==> config.mk <==
export PLATFORM = sky130hd
export DESIGN_NAME = pc_gen
export DESIGN_NICKNAME = d
export VERILOG_FILES = /design/src/rtl/pc_gen.sv
export SDC_FILE = /design/constraint.sdc
export NUM_CORES = 1
export LEC_CHECK = 0
export ABC_AREA = 0
export BUFFER_PORTS_ARGS = -buffer_cell sky130_fd_sc_hd__buf_4
export CORE_MARGIN = 3
export CORE_UTILIZATION = 50
export DETAILED_ROUTE_END_ITERATION = 8
export GPL_TIMING_DRIVEN = 0
export HOLD_SLACK_MARGIN = 0.05
export PLACE_DENSITY = 0.84
export RECOVER_POWER = 50
export REMOVE_ABC_BUFFERS = 1
export SYNTH_ARGS = -nofsm -noshare
export SYNTH_HDL_FRONTEND = slang
export SYNTH_SLANG_ARGS = --single-unit
==> constraint.sdc <==
create_clock -name clk -period 7.2 [get_ports clk]
set_clock_uncertainty 0.2 [all_clocks]
set_input_delay 0.72 -clock clk [delete_from_list [all_inputs] [get_ports clk]]
set_output_delay 0.72 -clock clk [all_outputs]
set_load 0.03 [all_outputs]
==> src/rtl/pc_gen.sv <==
// Fetch PC generator: holds the architectural fetch PC, predicts the next PC
// from fetch predecode flags and a table of 2-bit saturating counters, and
// accepts redirects from execute and branch-outcome updates for the table.
module pc_gen #(
    parameter logic [31:0] RESET_PC     = 32'h0000_0000,
    parameter int          BHT_IDX_BITS = 4
) (
    input  logic        clk,
    input  logic        rst_n,
    input  logic        stall,
    input  logic [31:0] inst,
    input  logic        is_jump,
    input  logic        is_jal,
    input  logic        is_jalr,
    input  logic        is_branch,
    input  logic        redirect_valid,
    input  logic [31:0] redirect_pc,
    input  logic        bht_update_valid,
    input  logic [31:0] bht_update_pc,
    input  logic        bht_update_taken,
    output logic [31:0] pc,
    output logic        pred_taken,
    output logic [31:0] pred_target
);

    localparam int BHT_ENTRIES = 1 << BHT_IDX_BITS;

    logic [31:0]             pc_q, pc_d;
    logic [1:0]              bht_q [BHT_ENTRIES];
    logic [1:0]              bht_d [BHT_ENTRIES];
    logic [BHT_IDX_BITS-1:0] lookup_idx;
    logic [BHT_IDX_BITS-1:0] update_idx;
    logic [31:0]             j_imm;
    logic [31:0]             b_imm;
    logic [31:0]             pc_plus4;

    // Conditional branches are recognised as jumps that are neither JAL nor
    // JALR, so the separate branch flag and the opcode bits are redundant here.
    logic unused_ok;
    assign unused_ok = ^{is_branch, inst[6:0], redirect_pc[1:0],
                         bht_update_pc[31:BHT_IDX_BITS+2], bht_update_pc[1:0]};

    assign lookup_idx = pc_q[BHT_IDX_BITS+1:2];
    assign update_idx = bht_update_pc[BHT_IDX_BITS+1:2];

    assign j_imm    = {{12{inst[31]}}, inst[19:12], inst[20], inst[30:21], 1'b0};
    assign b_imm    = {{20{inst[31]}}, inst[7], inst[30:25], inst[11:8], 1'b0};
    assign pc_plus4 = pc_q + 32'd4;

    assign pc = pc_q;

    // Prediction for the instruction currently at pc; JALR always falls
    // through and relies on execute to redirect.
    always_comb begin
        pred_taken  = 1'b0;
        pred_target = pc_plus4;
        if (is_jump) begin
            if (is_jal) begin
                pred_taken  = 1'b1;
                pred_target = pc_q + j_imm;
            end else if (!is_jalr && bht_q[lookup_idx][1]) begin
                pred_taken  = 1'b1;
                pred_target = pc_q + b_imm;
            end
        end
    end

    // Next PC: redirect beats stall beats prediction; the PC stays word aligned.
    always_comb begin
        pc_d = pred_target;
        if (redirect_valid) begin
            pc_d = redirect_pc;
        end else if (stall) begin
            pc_d = pc_q;
        end
        pc_d[1:0] = 2'b00;
    end

    // Saturating counter update; lookup this cycle still reads bht_q.
    always_comb begin
        for (int i = 0; i < BHT_ENTRIES; i++) begin
            bht_d[i] = bht_q[i];
        end
        if (bht_update_valid) begin
            if (bht_update_taken) begin
                if (bht_q[update_idx] != 2'd3) begin
                    bht_d[update_idx] = bht_q[update_idx] + 2'd1;
                end
            end else begin
                if (bht_q[update_idx] != 2'd0) begin
                    bht_d[update_idx] = bht_q[update_idx] - 2'd1;
                end
            end
        end
    end

    // State registers; reset leaves every counter weakly not-taken.
    always_ff @(posedge clk or negedge rst_n) begin
        if (!rst_n) begin
            pc_q <= RESET_PC;
            for (int i = 0; i < BHT_ENTRIES; i++) begin
                bht_q[i] <= 2'b01;
            end
        end else begin
            pc_q <= pc_d;
            for (int i = 0; i < BHT_ENTRIES; i++) begin
                bht_q[i] <= bht_d[i];
            end
        end
    end

endmodule
# --- Yosys cells after proc, flatten, opt, wreduce, memory -nomap -nowiden ---
# Index checks and enable logic that the tools add are counted.
word_totals:
  regBits: 62
  input_bits: 106
  output_inout_bits: 65
  word_cells: 57
op_classes:
  add_sub_neg: 5
  n_lt_le_gt_ge: 3
  eq_ne: 3
  n_mux: 21
  bitwise_logic: 2
  reduce_logical: 6
op_table:
  columns: ["cell", "count"]
  rows:
  - ["$mux W32", 8]
  - ["$add A32 B32 Y32", 2]
  - ["$bwmux W32", 2]
  - ["$add A32 B3 Y32 const B", 1]
  - ["$bmux W2 S4", 2]
  - ["$ge A5 B5 Y1 const B", 2]
  - ["$mux W2", 5]
  - ["$not A4 Y5", 2]
  - ["$demux W2 S4", 1]
  - ["$lt A5 B1 Y1 const B", 1]
  - ["$ne A2 B1 Y1 const B", 2]
  - ["$reduce_bool A2 Y1", 2]
  - ["$mux W1", 3]
  - ["$reduce_and A3 Y1", 1]
  - ["$add A2 B1 Y2 const B", 1]
  - ["$logic_and A1 B1 Y1", 2]
  - ["$ne A2 B2 Y1 const B", 1]
  - ["$sub A2 B1 Y2 const B", 1]
  - ["$logic_not A1 Y1", 1]

# --- Longest topological paths before layout ---
# Gate-level depths: netlist of the first run.
logic_depth:
  word_depth: 10
  depth_mapped: 15
  mapped_depth_nobuf: 13

# --- Worst setup path before layout of the first run ---
# No wires, ideal clock.
synth_timing:
  path_type: "input-to-output"
  from: "input port inst[26]"
  to: "output port pred_target[31]"
  t_arrival_ns: 3.257
  t_required_ns: 6.280
  slack_ns: 3.023
  cell_stages: 10
  path_buffers: 1
  cell_sequence: "ha_1 > buf_2 > a21oi_1 > nand2_1 > nor2_1 > o211ai_1 > o31a_1 > a21oi_1 > nor2_1 > a2111oi_2"
synth_between:
  elab_chain_len: 4
  elab_cells_between_ends: 5
  cone_classes: "add/sub (2); mux (3)"
synth_lines:
  columns: ["item", "line", "rtl"]
  rows:
  - ["start, declared", "11", "input logic [31:0] inst,"]
  - ["$add A32 B32 Y32", "63", "pred_target = pc_q + b_imm;"]
  - ["$mux W32", "61", "end else if (!is_jalr && bht_q[lookup_idx][1]) begin"]
  - ["$mux W32 *", "58", "if (is_jal) begin"]
  - ["$mux W32 *", "57", "if (is_jump) begin"]
  - ["end, declared", "23", "output logic [31:0] pred_target"]
# Mark *: on every way between the ends. The rest lies on a longest branch, timed or not.

# --- Worst setup path in the final report of the first run ---
layout_timing:
  from: "register pc_q[2], in the netlist pc[2]"
  to: "output port pred_target[28]"
layout_between:
  elab_chain_len: 8
  elab_cells_between_ends: 11
  cone_classes: "add/sub (3); mux (6); bitwise (1); reduce/logical (1)"
layout_lines:
  columns: ["item", "line", "rtl"]
  rows:
  - ["start, declared", "28", "logic [31:0] pc_q, pc_d;"]
  - ["start signal, assigned", "105", "pc_q <= pc_d;"]
  - ["branches (longest 7 deep; another with $add A32 B3 Y32)", null, null]
  - ["$mux W32 *", "57", null]
# Every way passes the cells marked *. The select of a mux whose other input is x is not followed.

==> impl_metrics.tcl, run 1 <==
set metrics [dict create \
    grt_pass1_vias 7024 \
    cts_resized 0 \
    final_cell_mix "buf_4 (98), nand2_1 (92), a21oi_1 (89), nor2_1 (86), dfrtp_1 (46)" \
    power_density_nw_per_um2 279 \
    place_area_um2 8020 \
    worstHoldPathType "flop to flop" \
    final_common_cell "buf_4" \
    ant_nets 0 \
    root_buffer "clkbuf_16" \
    cp-end-kind "primary output" \
    first_iter_violations 656 \
    drtPass1Iterations 5 \
    use_met3 0.0600 \
    grt_start_max_net_pins 66 \
    ys.flop_type "dfrtp_1" \
    synthXorXnorAreaFrac 0.0659 \
    die_h_um 125 \
    synthMuxAreaShare 0.0941 \
    rrSetupSlack_ns 2.99 \
    synth_compound_area_frac 0.283 \
    netlist_area_um2 7050 \
    async_flop_share 1.00 \
    hold_buffers 0 \
    postCtsSetupBuffers 0 \
    period_share 0.714 \
    n_antenna_cell 0 \
    power_mw 2.30 \
    met2_usage 0.460 \
    synth_cells 885 \
    place.port_buffers 129 \
    routedWlPerCell_um 19.6 \
    final_nets 1129 \
    rr_worst_depth 8 \
    setup_ws_ns 2.06 \
    yosysUniqueCellTypes 89 \
    postLayoutCoreUtil 0.609 \
    peakVddDrop_uv 284 \
    dr_total_vias 7435 \
    synth_edf_count 0 \
    slew_violations 63 \
    synth_top_family_by_area "compound AO/OA/AOI/OAI gates" \
    grt_usage 0.285 \
    busiest_layer "met2" \
    wl_mm 22.7 \
    max_freq_mhz 195 \
    met1_usage 0.372 \
    synth-seq-cells 62 \
    tightest_slew_ns 3.45 \
    startpoint_type "flop" \
    clkLatencyLatePin_ns 0.35 \
    arrival_ns 4.22 \
    synthSimpleGateAreaFrac 0.204 \
    crit_fanout 15 \
    fill_cells 1227 \
    start_util 0.522 \
    synthAdderAreaFrac 0.0838 \
    gp_congestion 0.974 \
    dp_hpwl_mm 16.7 \
    cp-endpoint "pred_target[28]" \
    r2r_start "pc[2]" \
    hold_viol 0 \
    drv_cap 1 \
    setup_viol 0 \
    antenna_found_initial 0 \
    grt_first_pass_wirelength_mm 36.3 \
    syn_to_final_growth_pct 16.8 \
    yosysWarnings 0 \
    die_x_um 125 \
    io_pins 171 \
    viasPerCell 6.42 \
    avgSynthCellArea_um2 7.96 \
    ys_seq_area_frac 0.223 \
    coreArea_um2 13500 \
    cp_data_required_time_ns 6.28 \
    path_clk_slew_ns 0.06 \
    grt_setup_unrepaired "no" \
    dieArea_um2 15600 \
    p_leak_nw 3.47 \
    ctsHtreeMaxLevel 3 \
    status "finished, violations left" \
    crit_start "pc[2]" \
    final_layout_size_suffix_gt1_frac 0.187 \
    slew-limit-headroom -1.30 \
    cts_buffer_depth 2 \
    place_ws_ns 2.27 \
    rows 42 \
    drc 0 \
    violations "capacitance limit, slew limit" \
    post-route-min-period_ns 5.14 \
    regToRegEndpoint "pc[21]" \
    setup_tns_ns 0 \
    clock-sinks 62 \
    numCtsBuffers 9 \
    cts_tree "yes" \
    fin_area_um2 8230 \
    critPathKind "flop to primary output" \
    grt_overflow 0 \
]
## kinds of logic (layout without fill, tap and decap cells)
group / after synthesis / in the layout
AOI/OAI and AO/OA: 298 / 298
xor gates and xnor gates: 53 / 53
adders and majority gates: 46 / 46
buffers and inverters: 76 / 171
DFF: 62 / 62
muxes: 50 / 50
other: 1 / 3
and+or+nand+nor: 299 / 299
## layout make-up
| cell class | instances | area (µm²) | share of cell area |
|---|---|---|---|
| clock inverters | 7 | 98.8 | 0.0120 |
| repair buffers | 129 | 852 | 0.104 |
| multi-input cells | 749 | 5160 | 0.628 |
| flip-flops and latches | 62 | 1570 | 0.191 |
| clock buffers | 9 | 225 | 0.0274 |
| inverters | 26 | 97.6 | 0.0119 |
| well taps | 176 | 220 | 0.0268 |
## cells in the mapped netlist, drive strengths merged, types with 3 or more instances
master | n | share of area
buf | 20 | 0.016
a221o | 11 | 0.016
o221ai | 7 | 0.0087
o21ai | 55 | 0.039
a21oi | 90 | 0.064
a22o | 3 | 0.0037
and3 | 10 | 0.0089
o211ai | 13 | 0.015
ha | 44 | 0.078
a21boi | 4 | 0.0043
nand4 | 12 | 0.011
o31ai | 6 | 0.0071
nor3b | 8 | 0.0092
nor2b | 7 | 0.0062
and2 | 11 | 0.0098
a21o | 12 | 0.013
dfstp | 16 | 0.060
a22oi | 10 | 0.011
a211oi | 4 | 0.0043
mux2i | 19 | 0.027
o41ai | 4 | 0.0050
mux4 | 11 | 0.035
or3 | 6 | 0.0053
xor2 | 25 | 0.031
o21bai | 8 | 0.0091
nor4 | 3 | 0.0057
and4 | 3 | 0.0037
o22ai | 15 | 0.014
a221oi | 4 | 0.0050
inv | 26 | 0.014
clkbuf | 30 | 0.016
nor2 | 87 | 0.047
mux2 | 20 | 0.032
o31a | 8 | 0.0099
nor3 | 13 | 0.0099
xnor2 | 28 | 0.035
o21a | 8 | 0.0085
nand2 | 92 | 0.049
nand3 | 28 | 0.021
nand2b | 9 | 0.0080
dfrtp | 46 | 0.16
or2 | 6 | 0.0053
a31oi | 8 | 0.0071
## worst max-delay path, stage by stage, from the launching register on
cell and delay (ns):
dfrtp_1 0.79, mux2i_1 0.20, a221o_1 0.39, o22ai_2 0.28, nand2_1 0.37, nor2_1 1.08
a22oi_1 0.29, o211a_1 0.30, buf_4 0.16
## through the flow
stage	std cells	hold WS [ns]
global route	1158	0.312
finish	1158	0.282
detailed placement	1142	0.279
floorplan	837	0.224
CTS	1158	0.288
global placement	1142	0.265
## power by group
group	internal, mW	switching, mW	leakage, nW
combinational	0.483	0.730	2.59
sequential	0.489	0.116	0.723
clock	0.304	0.179	0.156
total	1.28	1.02	3.47
## worst min path at each step
stage | start | end | slack (ns) | cells past startpoint
6_report | flop | flop | 0.28 | 2
2_1_floorplan | rst_n | bht_q[11] | 0.22 | 0
3_5_place_dp | flop | flop | 0.28 | 2
3_3_place_gp | flop | flop | 0.26 | 2
4_1_cts | flop | flop | 0.29 | 2
5_1_grt | flop | flop | 0.31 | 2
## layer usage
metal  part of all wire  wire (µm)
met4              0.031        697
met2               0.48      10900
met1               0.40       9190
met3              0.085       1920
met5                  0          0
Power figures use the tool's default switching activity.
==> run 2: changes to the inputs <==
Settings changed: ABC_AREA 0 to 1, PLACE_DENSITY 0.84 to 0.83.
Clock period 7.2 ns to 4.87 ns, I/O delays scaled along.
==> run 2 against run 1 <==
Compared with the run above:
- the run still ends with capacitance limit, slew limit left
- routed wire length is 38% higher
- highest routed layer unchanged
- critical path type unchanged
- utilization decreased by 1.3 points
- sequential power up 40%
- final cell count rose by 59%
- area after synthesis is 19% higher
- largest power group unchanged
- non-clock buffer count up 1
- largest cell class unchanged
- clock-buffer cell count up 5
- final area increased by 17%
- worst setup slack worse by 1.5 ns
- synthesized cell count grew 70%
==> impl_metrics.tcl, run 2 <==
set metrics [dict create \
    place.port_buffers 129 \
    die_x_um 135 \
    critPathMaxStageDelay_ns 0.74 \
    power_density_nw_per_um2 331 \
    n_antenna_cell 0 \
    peakVddDrop_uv 307 \
    cts_tree "yes" \
    synth-seq-cells 62 \
    setup_tns_ns 0 \
    grt_first_pass_wirelength_mm 48.3 \
    dieArea_um2 18300 \
    final_nets 1770 \
    dp_hpwl_mm 25.0 \
    period_share 0.878 \
    synth_top_area_share 0.261 \
    die_h_um 135 \
    place_area_um2 9460 \
    rr_worst_depth 13 \
    dr_total_vias 10200 \
    synth_top_area_cell "nand2_1" \
    final_cell_mix "nand2_1 (581), inv_1 (239), nand3_1 (146), nor2_1 (112), buf_4 (98)" \
    fin_area_um2 9610 \
    coreArea_um2 16100 \
    cts_buffer_depth 2 \
    max_freq_mhz 234 \
    grt_overflow 0 \
    worstHoldPathType "input port to flop" \
    synth_commonest_cells "nand2_1 (581), inv_1 (239), nand3_1 (146)" \
    r2r_start "pc[2]" \
    async_flop_share 1.00 \
    routedWlPerCell_um 17.0 \
    avgSynthCellArea_um2 5.56 \
    crit_fanout 14 \
    ys_top_cells_by_area "nand2_1 (26%), dfrtp_1 (14%), inv_1 (11%)" \
    yosysUniqueCellTypes 47 \
    path_clk_slew_ns 0.05 \
    yosysMostFrequentCell "nand2_1" \
    rrSetupSlack_ns 1.44 \
    fin_hold_ws_ns 0.168 \
    setup_viol 0 \
    place_inst 1823 \
    viasPerCell 5.53 \
    worst_path_most_repeated_cell "nand3_1" \
    grt_start_max_net_pins 63 \
    place_ws_ns 0.920 \
    root_buffer "clkbuf_16" \
    wl_mm 31.3 \
    hold_viol 0 \
    netlist_area_um2 8370 \
    numCtsBuffers 9 \
    p_leak_nw 5.27 \
    clkLatencyLatePin_ns 0.34 \
    final_layout_size_suffix_gt1_frac 0.0967 \
    drc 0 \
    critPathTopFamily "simple AND/OR/NAND/NOR gates" \
    cp-endpoint "pred_target[26]" \
    syn_to_final_growth_pct 14.8 \
    io_pins 171 \
    power_mw 3.18 \
    regToRegEndpoint "pc[26]" \
    synth_cells 1505 \
    crit_start "pc[2]" \
    clock-sinks 62 \
    antenna_found_initial 0 \
    postCtsSetupBuffers 0 \
    slew-limit-headroom -1.27 \
    post-route-min-period_ns 4.28 \
    drv_cap 1 \
    drtPass1Iterations 6 \
    slew_violations 63 \
    gp_congestion 1.00 \
    rows 46 \
    ys.flop_type "dfrtp_1" \
    cts_resized 0 \
    grt_setup_unrepaired "no" \
    status "finished, violations left" \
    critPathKind "flop to primary output" \
    yosysWarnings 0 \
    fill_cells 1690 \
    postLayoutCoreUtil 0.596 \
    crit_cells 14 \
    startpoint_type "flop" \
    ctsHtreeMaxLevel 3 \
    setup_ws_ns 0.593 \
    cp-end-kind "primary output" \
    hold_buffers 0 \
    final_common_cell "nand2_1" \
    crit_chain "ha_1 > inv_1 > fa_1 > nor2_1 > nor2_1 > o21ai_0 > nand3_1 > nand3_1 > nand2_1 > nand3_1 > nand3_1 > nand2_1 > inv_1 > buf_4" \
    finalNonFillerCells 1839 \
    ant_nets 0 \
    arrival_ns 3.59 \
    grt_pass1_vias 9269 \
    violations "capacitance limit, slew limit" \
    grt_usage 0.337 \
    ys_seq_area_frac 0.188 \
    cpMaxStageDelayCell "dfrtp_1" \
    first_iter_violations 959 \
    synth_edf_count 0 \
    start_util 0.519 \
    path_buf_inv 3 \
    tightest_slew_ns 3.41 \
    cp_data_required_time_ns 4.18 \
]
-- run 2: cell type report --
cell class                 instances  area [µm²]  area share
sequential                        62        1570       0.164
tap                              216         270      0.0281
clock inverter                     2        10.0     0.00104
multi-input combinational       1167        5700       0.594
inverter                         248         933      0.0971
clock buffer                      14         254      0.0264
timing repair buffer             130         867      0.0902
-- run 2: per-layer routing --
| layer | global-route usage | vias to the layer above | part of all wire |
|---|---|---|---|
| met5 | 0 | - | 0 |
| met4 | 0.137 | 0 | 0.039 |
| met3 | 0.0375 | 81 | 0.085 |
| met2 | 0.577 | 475 | 0.48 |
| met1 | 0.433 | 4644 | 0.40 |
| li1 | - | 4977 | - |
-- run 2: worst min-delay path by stage --
stage / start / endpoint / slack [ns] / depth (start not counted)
after floorplan: rst_n / bht_q[11] / -0.009 / 0
after global placement: bht_q[5] / bht_q[5] / 0.27 / 2
after detailed placement: bht_q[5] / bht_q[5] / 0.27 / 2
after CTS: rst_n / pc[31] / 0.07 / 1
after global routing: redirect_pc[11] / pc[11] / 0.17 / 3
final: redirect_pc[11] / pc[11] / 0.17 / 3
-- run 2: logic make-up (layout without fill, tap and decap cells) --
| group | count (synthesis) | count (layout) | synth area share |
|---|---|---|---|
| buf+inv | 278 | 394 | 0.132 |
| fa+ha+maj | 46 | 46 | 0.0706 |
| flops | 62 | 62 | 0.188 |
| other cells | 1 | 3 | 0.000448 |
| simple gates | 896 | 896 | 0.441 |
| xor+xnor | 38 | 38 | 0.0398 |
| compound gates | 184 | 184 | 0.128 |
-- run 2: worst reg2reg max path, stage by stage (launching register included) --
cell and delay (ns):
dfrtp_1 0.74, ha_1 0.35, inv_1 0.07, fa_1 0.43
nor2_1 0.13, nor2_1 0.08, o21ai_0 0.53, nand3_1 0.20
nand3_1 0.12, nand2_1 0.05, nand3_1 0.13, nand3_1 0.14
nand3_1 0.10, nand2_1 0.05
-- run 2: report_power, final --
part	total, mW	switching (mW)	internal (mW)
registers	0.848	0.160	0.687
clock network	0.592	0.235	0.357
logic	1.74	1.18	0.561
total	3.18	1.57	1.61
